==> config.mk <==
export PLATFORM = sky130hd
export DESIGN_NAME = spi_slave_wb_master_flat
export DESIGN_NICKNAME = d
export VERILOG_FILES = /design/src/rtl/spi_slave_wb_master_if.sv /design/src/rtl/spi_slave_wb_master.sv /design/src/flat_wrapper.sv
export SDC_FILE = /design/constraint.sdc
export NUM_CORES = 1
export LEC_CHECK = 0
export BUFFER_PORTS_ARGS = -buffer_cell sky130_fd_sc_hd__buf_2
export CORE_MARGIN = 5
export CORE_UTILIZATION = 25
export DETAILED_ROUTE_END_ITERATION = 6
export GPL_TIMING_DRIVEN = 0
export PLACE_DENSITY_LB_ADDON = 0.05
export SYNTH_ARGS = -nofsm -noshare
export SYNTH_HDL_FRONTEND = slang
export SYNTH_SLANG_ARGS = --single-unit
==> constraint.sdc <==
create_clock -name wb_clk_i -period 5.25 [get_ports wb_clk_i]
set_input_delay 0.525 -clock wb_clk_i [delete_from_list [all_inputs] [get_ports wb_clk_i]]
set_output_delay 0.525 -clock wb_clk_i [all_outputs]
set_load 0.005 [all_outputs]
==> src/rtl/spi_slave_wb_master_if.sv <==
// Wishbone classic bus bundle between the SPI slave bridge (master side)
// and the on-chip memory map (slave side).
interface spi_slave_wb_master_if;
   logic [31:0] adr;
   logic [31:0] dat_w;
   logic [31:0] dat_r;
   logic [3:0]  sel;
   logic        we;
   logic        cyc;
   logic        stb;
   logic        ack;
   logic        err;

   modport master (
      output adr, dat_w, sel, we, cyc, stb,
      input  dat_r, ack, err
   );

   modport slave (
      input  adr, dat_w, sel, we, cyc, stb,
      output dat_r, ack, err
   );
endinterface

==> src/rtl/spi_slave_wb_master.sv <==
// SPI mode-0 slave that lets an external host issue Wishbone read/write/status
// transactions. All SPI pads are oversampled by wb_clk_i; SCLK is never a clock.
module spi_slave_wb_master #(
   parameter int          SYNC_STAGES     = 2,
   parameter logic [31:0] RD_TIMEOUT_FILL = 32'hFFFF_FFFF
) (
   input  logic                         wb_clk_i,
   input  logic                         wb_rst_i,
   input  logic                         sclk_pad_i,
   input  logic                         ss_pad_i,
   input  logic                         mosi_pad_i,
   output logic                         miso_pad_o,
   output logic                         miso_oe_o,
   output logic                         busy_o,
   spi_slave_wb_master_if.master        wb
);

   localparam logic [2:0] ST_IDLE  = 3'd0;
   localparam logic [2:0] ST_CMD   = 3'd1;
   localparam logic [2:0] ST_ADDR  = 3'd2;
   localparam logic [2:0] ST_WDATA = 3'd3;
   localparam logic [2:0] ST_DUMMY = 3'd4;
   localparam logic [2:0] ST_RDATA = 3'd5;
   localparam logic [2:0] ST_STAT  = 3'd6;
   localparam logic [2:0] ST_SKIP  = 3'd7;

   localparam logic [7:0] CMD_WRITE  = 8'h02;
   localparam logic [7:0] CMD_READ   = 8'h03;
   localparam logic [7:0] CMD_STATUS = 8'h05;

   // ---------------------------------------------------------------- sync
   logic [SYNC_STAGES-1:0] sclk_sync;
   logic [SYNC_STAGES-1:0] ss_sync;
   logic [SYNC_STAGES-1:0] mosi_sync;
   logic                   sclk_q;
   logic                   ss_q;

   // NOTE: the ss chain resets to the deselected level so leaving reset
   // never looks like a chip-select falling edge.
   always_ff @(posedge wb_clk_i) begin
      if (wb_rst_i) begin
         sclk_sync <= '0;
         ss_sync   <= '1;
         mosi_sync <= '0;
         sclk_q    <= 1'b0;
         ss_q      <= 1'b1;
      end else begin
         sclk_sync <= {sclk_sync[SYNC_STAGES-2:0], sclk_pad_i};
         ss_sync   <= {ss_sync[SYNC_STAGES-2:0],   ss_pad_i};
         mosi_sync <= {mosi_sync[SYNC_STAGES-2:0], mosi_pad_i};
         sclk_q    <= sclk_sync[SYNC_STAGES-1];
         ss_q      <= ss_sync[SYNC_STAGES-1];
      end
   end

   logic sclk_s, ss_s, mosi_s;
   logic sclk_rise, sclk_fall, ss_fall;

   assign sclk_s    = sclk_sync[SYNC_STAGES-1];
   assign ss_s      = ss_sync[SYNC_STAGES-1];
   assign mosi_s    = mosi_sync[SYNC_STAGES-1];
   assign sclk_rise =  sclk_s & ~sclk_q;
   assign sclk_fall = ~sclk_s &  sclk_q;
   assign ss_fall   = ~ss_s   &  ss_q;

   // ---------------------------------------------------------------- state
   logic [2:0]  state;
   logic [5:0]  bit_cnt;
   logic [7:0]  cmd_q;
   logic [31:0] shift_in;
   logic [31:0] addr_q;
   logic [31:0] out_sr;
   logic        load_pending;
   logic        err_flag;
   logic        launch_q;
   logic        rd_done;
   logic [31:0] rd_data;

   logic [7:0]  cmd_next;
   logic [31:0] shift_next;
   logic        wb_busy;
   logic        cmd_valid;

   assign cmd_next   = {cmd_q[6:0], mosi_s};
   assign shift_next = {shift_in[30:0], mosi_s};
   // A launch is already committed one cycle before cyc rises.
   assign wb_busy    = wb.cyc | launch_q;
   assign cmd_valid  = (cmd_next == CMD_WRITE) || (cmd_next == CMD_READ) ||
                       (cmd_next == CMD_STATUS);

   // NOTE: every register below is updated with non-blocking assignments so
   // all branches see the pre-edge values; later statements win on conflict.
   always_ff @(posedge wb_clk_i) begin
      if (wb_rst_i) begin
         state        <= ST_IDLE;
         bit_cnt      <= '0;
         cmd_q        <= '0;
         shift_in     <= '0;
         addr_q       <= '0;
         out_sr       <= '0;
         load_pending <= 1'b0;
         err_flag     <= 1'b0;
         launch_q     <= 1'b0;
         rd_done      <= 1'b0;
         rd_data      <= '0;
         wb.adr       <= '0;
         wb.dat_w     <= '0;
         wb.we        <= 1'b0;
         wb.cyc       <= 1'b0;
         wb.stb       <= 1'b0;
      end else begin
         launch_q <= 1'b0;

         if (state != ST_IDLE && ss_s) begin
            // Host deselected mid-frame: drop partial shifts, keep any bus cycle.
            state        <= ST_IDLE;
            bit_cnt      <= '0;
            load_pending <= 1'b0;
         end else begin
            case (state)
               ST_IDLE: begin
                  if (ss_fall) begin
                     state   <= wb_busy ? ST_SKIP : ST_CMD;
                     bit_cnt <= '0;
                  end
               end

               ST_CMD: begin
                  if (sclk_rise) begin
                     cmd_q <= cmd_next;
                     if (bit_cnt == 6'd7) begin
                        bit_cnt <= '0;
                        state   <= cmd_valid ? ST_ADDR : ST_SKIP;
                     end else begin
                        bit_cnt <= bit_cnt + 6'd1;
                     end
                  end
               end

               ST_ADDR: begin
                  if (sclk_rise) begin
                     shift_in <= shift_next;
                     if (bit_cnt == 6'd31) begin
                        bit_cnt <= '0;
                        addr_q  <= shift_next;
                        if (!wb_busy && cmd_q != CMD_STATUS)
                           wb.adr <= shift_next;
                        case (cmd_q)
                           CMD_READ: begin
                              rd_done <= 1'b0;
                              if (wb_busy) begin
                                 err_flag <= 1'b1;
                              end else begin
                                 wb.we    <= 1'b0;
                                 launch_q <= 1'b1;
                              end
                              state <= ST_DUMMY;
                           end
                           CMD_WRITE: state <= ST_WDATA;
                           default: begin
                              state        <= ST_STAT;
                              load_pending <= 1'b1;
                           end
                        endcase
                     end else begin
                        bit_cnt <= bit_cnt + 6'd1;
                     end
                  end
               end

               ST_WDATA: begin
                  if (sclk_rise) begin
                     shift_in <= shift_next;
                     if (bit_cnt == 6'd31) begin
                        bit_cnt <= '0;
                        state   <= ST_IDLE;
                        if (wb_busy) begin
                           err_flag <= 1'b1;
                        end else begin
                           wb.adr   <= addr_q;
                           wb.dat_w <= shift_next;
                           wb.we    <= 1'b1;
                           launch_q <= 1'b1;
                        end
                     end else begin
                        bit_cnt <= bit_cnt + 6'd1;
                     end
                  end
               end

               ST_DUMMY: begin
                  if (sclk_rise) begin
                     if (bit_cnt == 6'd7) begin
                        bit_cnt      <= '0;
                        state        <= ST_RDATA;
                        load_pending <= 1'b1;
                     end else begin
                        bit_cnt <= bit_cnt + 6'd1;
                     end
                  end
               end

               ST_RDATA, ST_STAT: begin
                  if (sclk_fall) begin
                     load_pending <= 1'b0;
                     if (!load_pending) begin
                        out_sr <= {out_sr[30:0], 1'b0};
                     end else if (state == ST_STAT) begin
                        // Status busy bit reports the bus side; the frame itself is always active here.
                        out_sr <= {6'b0, err_flag, wb.cyc, 24'b0};
                     end else if (rd_done) begin
                        out_sr <= rd_data;
                     end else begin
                        out_sr   <= RD_TIMEOUT_FILL;
                        err_flag <= 1'b1;
                     end
                  end
                  if (sclk_rise) begin
                     if (state == ST_STAT && bit_cnt == 6'd7)
                        err_flag <= 1'b0;
                     if (bit_cnt != 6'd63)
                        bit_cnt <= bit_cnt + 6'd1;
                  end
               end

               default: ;  // ST_SKIP waits for ss high
            endcase
         end

         // Wishbone master: one outstanding cycle, held stable until terminated.
         if (wb.cyc) begin
            if (wb.ack || wb.err) begin
               wb.cyc <= 1'b0;
               wb.stb <= 1'b0;
               if (!wb.we) begin
                  rd_data <= wb.dat_r;
                  rd_done <= 1'b1;
               end
               if (wb.err)
                  err_flag <= 1'b1;
            end
         end else if (launch_q) begin
            wb.cyc <= 1'b1;
            wb.stb <= 1'b1;
         end
      end
   end

   // ---------------------------------------------------------------- outputs
   logic shifting;

   assign shifting   = (state == ST_RDATA || state == ST_STAT) && !load_pending;
   assign miso_oe_o  = ~ss_s;
   assign miso_pad_o = ~ss_s & shifting & out_sr[31];
   assign busy_o     = (state != ST_IDLE) | wb.cyc;
   assign wb.sel     = 4'hF;

endmodule

==> src/flat_wrapper.sv <==
// flat-port wrapper written by rule: the top's interface ports become plain ports
module spi_slave_wb_master_flat 
#(
   parameter int          SYNC_STAGES     = 2,
   parameter logic [31:0] RD_TIMEOUT_FILL = 32'hFFFF_FFFF
)
  (wb_clk_i, wb_rst_i, sclk_pad_i, ss_pad_i, mosi_pad_i, miso_pad_o, miso_oe_o, busy_o, wb_adr, wb_dat_w, wb_sel, wb_we, wb_cyc, wb_stb, wb_dat_r, wb_ack, wb_err);
  spi_slave_wb_master_if wb_i ();
  input  logic wb_clk_i;
  input  logic wb_rst_i;
  input  logic sclk_pad_i;
  input  logic ss_pad_i;
  input  logic mosi_pad_i;
  output logic miso_pad_o;
  output logic miso_oe_o;
  output logic busy_o;
  output wire logic [$bits(wb_i.adr)-1:0] wb_adr;
  output wire logic [$bits(wb_i.dat_w)-1:0] wb_dat_w;
  output wire logic [$bits(wb_i.sel)-1:0] wb_sel;
  output wire logic [$bits(wb_i.we)-1:0] wb_we;
  output wire logic [$bits(wb_i.cyc)-1:0] wb_cyc;
  output wire logic [$bits(wb_i.stb)-1:0] wb_stb;
  input wire logic [$bits(wb_i.dat_r)-1:0] wb_dat_r;
  input wire logic [$bits(wb_i.ack)-1:0] wb_ack;
  input wire logic [$bits(wb_i.err)-1:0] wb_err;
  assign wb_adr = wb_i.adr;
  assign wb_dat_w = wb_i.dat_w;
  assign wb_sel = wb_i.sel;
  assign wb_we = wb_i.we;
  assign wb_cyc = wb_i.cyc;
  assign wb_stb = wb_i.stb;
  assign wb_i.dat_r = wb_dat_r;
  assign wb_i.ack = wb_ack;
  assign wb_i.err = wb_err;
  spi_slave_wb_master #(.SYNC_STAGES(SYNC_STAGES), .RD_TIMEOUT_FILL(RD_TIMEOUT_FILL)) u_core (.wb_clk_i(wb_clk_i), .wb_rst_i(wb_rst_i), .sclk_pad_i(sclk_pad_i), .ss_pad_i(ss_pad_i), .mosi_pad_i(mosi_pad_i), .miso_pad_o(miso_pad_o), .miso_oe_o(miso_oe_o), .busy_o(busy_o), .wb(wb_i));
endmodule
==> flow_metrics.tcl <==
set metrics [dict create \
    r2r-end "u_core.addr_q[7]$_SDFFE_PP0P_" \
    crit_chain "clkbuf_1 -> clkbuf_1 -> nor4b_1 -> buf_2" \
    start_util 0.253 \
    die-area_mm2 0.0410 \
    num_vias 7846 \
    whs_path_depth 2 \
    core_mm2 0.0366 \
    layout-drive-gt1-share 0.169 \
    min_path_type "primary input to flop" \
    rr_startpoint "u_core.bit_cnt[0]$_SDFFE_PP0P_" \
    synth_area_mm2 0.00926 \
    vdd_drop_max_uv 291 \
    grt_use_total 0.140 \
    grt_overflow 0 \
    rsz0062_at_grt "false" \
    cap_violations 0 \
    finalInstanceArea_mm2 0.0113 \
    synth-edff-count 0 \
    fin_crit_ns 2.68 \
    portBuffers 107 \
    synth_top_cell_area_share 0.482 \
    grtUsageMet3 0.0252 \
    die-width_um 202 \
    cts_resized 0 \
    die_h_um 202 \
    cts-htree-levels 1 \
    yosysSeqAreaShare 0.482 \
    grt_pass1_wl_um 46500 \
    synthFlopType "dfxtp_1" \
    r2r_slack_ns 2.61 \
    ys_types 54 \
    hold_viol_final 0 \
    post_cts.repair.setup_buffers 0 \
    dp_hpwl_um 21100 \
    vias_per_cell 4.63 \
    worst_path_max_delay_cell "nor4b_1" \
    cts.path.max_buffers 3 \
    slew_viol_final 0 \
    worst_pin_slew_ns 0.912 \
    skew_ns 0.0177 \
    cts_tree "built" \
    cts-root-buf "clkbuf_16" \
    synth_commonest_cells "dfxtp_1 (223), nand2_1 (204), nor2_1 (127)" \
    syn-instance-count 1066 \
    ant_nets 0 \
    cp_num_buf_inv 3 \
    grt.busiest_layer "met2" \
    io_pins 113 \
    netlist_top_cells_area "dfxtp_1 (48%), nand2_1 (8.3%), mux2i_1 (7.8%)" \
    num_antenna_cells 0 \
    num-nets-final 1246 \
    slew_headroom 0.392 \
    avgSynthCellArea_um2 8.69 \
    yosysWarningCount 0 \
    setup_viol 0 \
    wire_per_inst_um 17.4 \
    p_leak_nw 4.06 \
    fin_crit_sh 0.510 \
    grt_max_degree 16 \
    cts_hold_buf 0 \
    required_ns 4.72 \
    ys_ff_latch 223 \
    timing.hold.ws_ns 0.176 \
    crit_path_max_incr_delay_ns 0.51 \
    min_to "u_core.ss_sync[0]$_SDFF_PP1_" \
    synth.most_common_cell "dfxtp_1" \
    instances_no_fill 1695 \
    dpl_cell_area_mm2 0.0104 \
    drc 0 \
    yosysTopAreaCell "dfxtp_1" \
    crit_top_cell "clkbuf_1" \
    wl_um 29400 \
    arrival_ns 2.15 \
    power_density_mw_per_mm2 335 \
    critPathLaunchType "flop" \
    endpoint_kind "primary output" \
    critPathKind "flop to primary output" \
    setup_tns_ns 0 \
    row_count 70 \
    antenna_found_initial 0 \
    firstDrtPassIters 4 \
    gp_congestion 0.748 \
    grtUsageMet2 0.232 \
    clkTransAtPathRegs_ns 0.06 \
    clock-sinks 223 \
    drt_iter0_drc 369 \
    syn_to_final_growth_pct 22.5 \
    r2r_cells 8 \
    hold_start "ss_pad_i" \
    grt_pass1_vias 7976 \
    fmax_mhz 373 \
    crit_family "buffers and inverters" \
    grt_util_met1 0.192 \
    clk_latency_ns 0.55 \
    status "finished, final reports clean" \
    ys_async_sr_fraction 0 \
    dp_cells 1644 \
    path_max_fanout 10 \
    cts_buffers 28 \
]
## final cells by class
class | count | area (um2)
Tap cell | 468 | 586
Clock inverter | 5 | 75.1
Buffer | 89 | 397
Timing Repair Buffer | 107 | 536
Multi-Input combinational cell | 752 | 4390
Clock buffer | 46 | 878
Sequential cell | 223 | 4460
Inverter | 5 | 18.8
Fill cell | 3956 | 25300
## layer usage
layer	wire (um)	up-vias
met3	1050	34
met1	14200	3721
met4	497	0
met2	13700	116
li1	-	3975
met5	0	-
## worst max-delay path by stage
| stage | from | to | slack (ns) | depth (start not counted) |
|---|---|---|---|---|
| final | u_core.load_pending$_SDFFE_PP0P_ | miso_pad_o | 2.57 | 4 |
| after global routing | u_core.bit_cnt[0]$_SDFFE_PP0P_ | u_core.addr_q[7]$_SDFFE_PP0P_ | 2.35 | 8 |
| after CTS | u_core.load_pending$_SDFFE_PP0P_ | miso_pad_o | 2.46 | 4 |
| after detailed placement | wb_rst_i | u_core.wb.cyc$_SDFF_PP0_ | 2.55 | 4 |
| after global placement | u_core.bit_cnt[0]$_SDFFE_PP0P_ | u_core.wb.dat_w[22]$_SDFFE_PP0P_ | 2.59 | 7 |
| after floorplan | u_core.cmd_q[6]$_SDFFE_PP0P_ | u_core.wb.adr[10]$_SDFFE_PP0P_ | 3.20 | 7 |
## where the power goes
group | internal [mW] | switching [mW]
clock | 1.19 | 0.756
sequential | 1.70 | 0.00596
combinational | 0.0533 | 0.106
total | 2.94 | 0.868
## cell usage in the layout (no fill, tap or decap), types with 31 or more instances in the layout
cell type	netlist	routed
dfxtp_1	223	223
nand2_1	204	204
nor2_1	127	127
buf_2	8	115
a21oi_1	107	107
clkbuf_1	67	74
mux2i_1	72	72
nand2b_1	39	39
o211ai_1	33	33
a311oi_1	32	32
a211oi_2	31	31
## metrics by stage
step / utilization / total power, mW / worst slack (ns)
finish: 0.310 / 3.81 / 2.57
floorplan: - / 1.84 / 3.20
global placement: 0.284 / 1.91 / 2.59
global route: 0.310 / 3.98 / 2.35
CTS: 0.310 / 3.88 / 2.46
detailed placement: 0.284 / 1.90 / 2.55
## sequential cells by signal (all words and copies together), names as in the netlist, 6 cells and up
name and cells:
u_core.addr_q 32, u_core.shift_in 31, u_core.out_sr 32, u_core.wb.adr 32
u_core.bit_cnt 6, u_core.rd_data 32, u_core.wb.dat_w 32, u_core.cmd_q 8
## cells by family after synthesis
group                    count (synthesis)  share of synthesized area
AND/OR/NAND/NOR                        428                      0.201
AO/OA/AOI/OAI                          244                      0.190
flip-flops                             223                      0.482
buffers and inverters                   94                     0.0448
multiplexers                            72                     0.0778
adder cells (fa/ha/maj)                  2                    0.00243
XOR/XNOR                                 2                    0.00189
other                                    1                   0.000405
No activity file was read; power rests on OpenSTA's default activity.
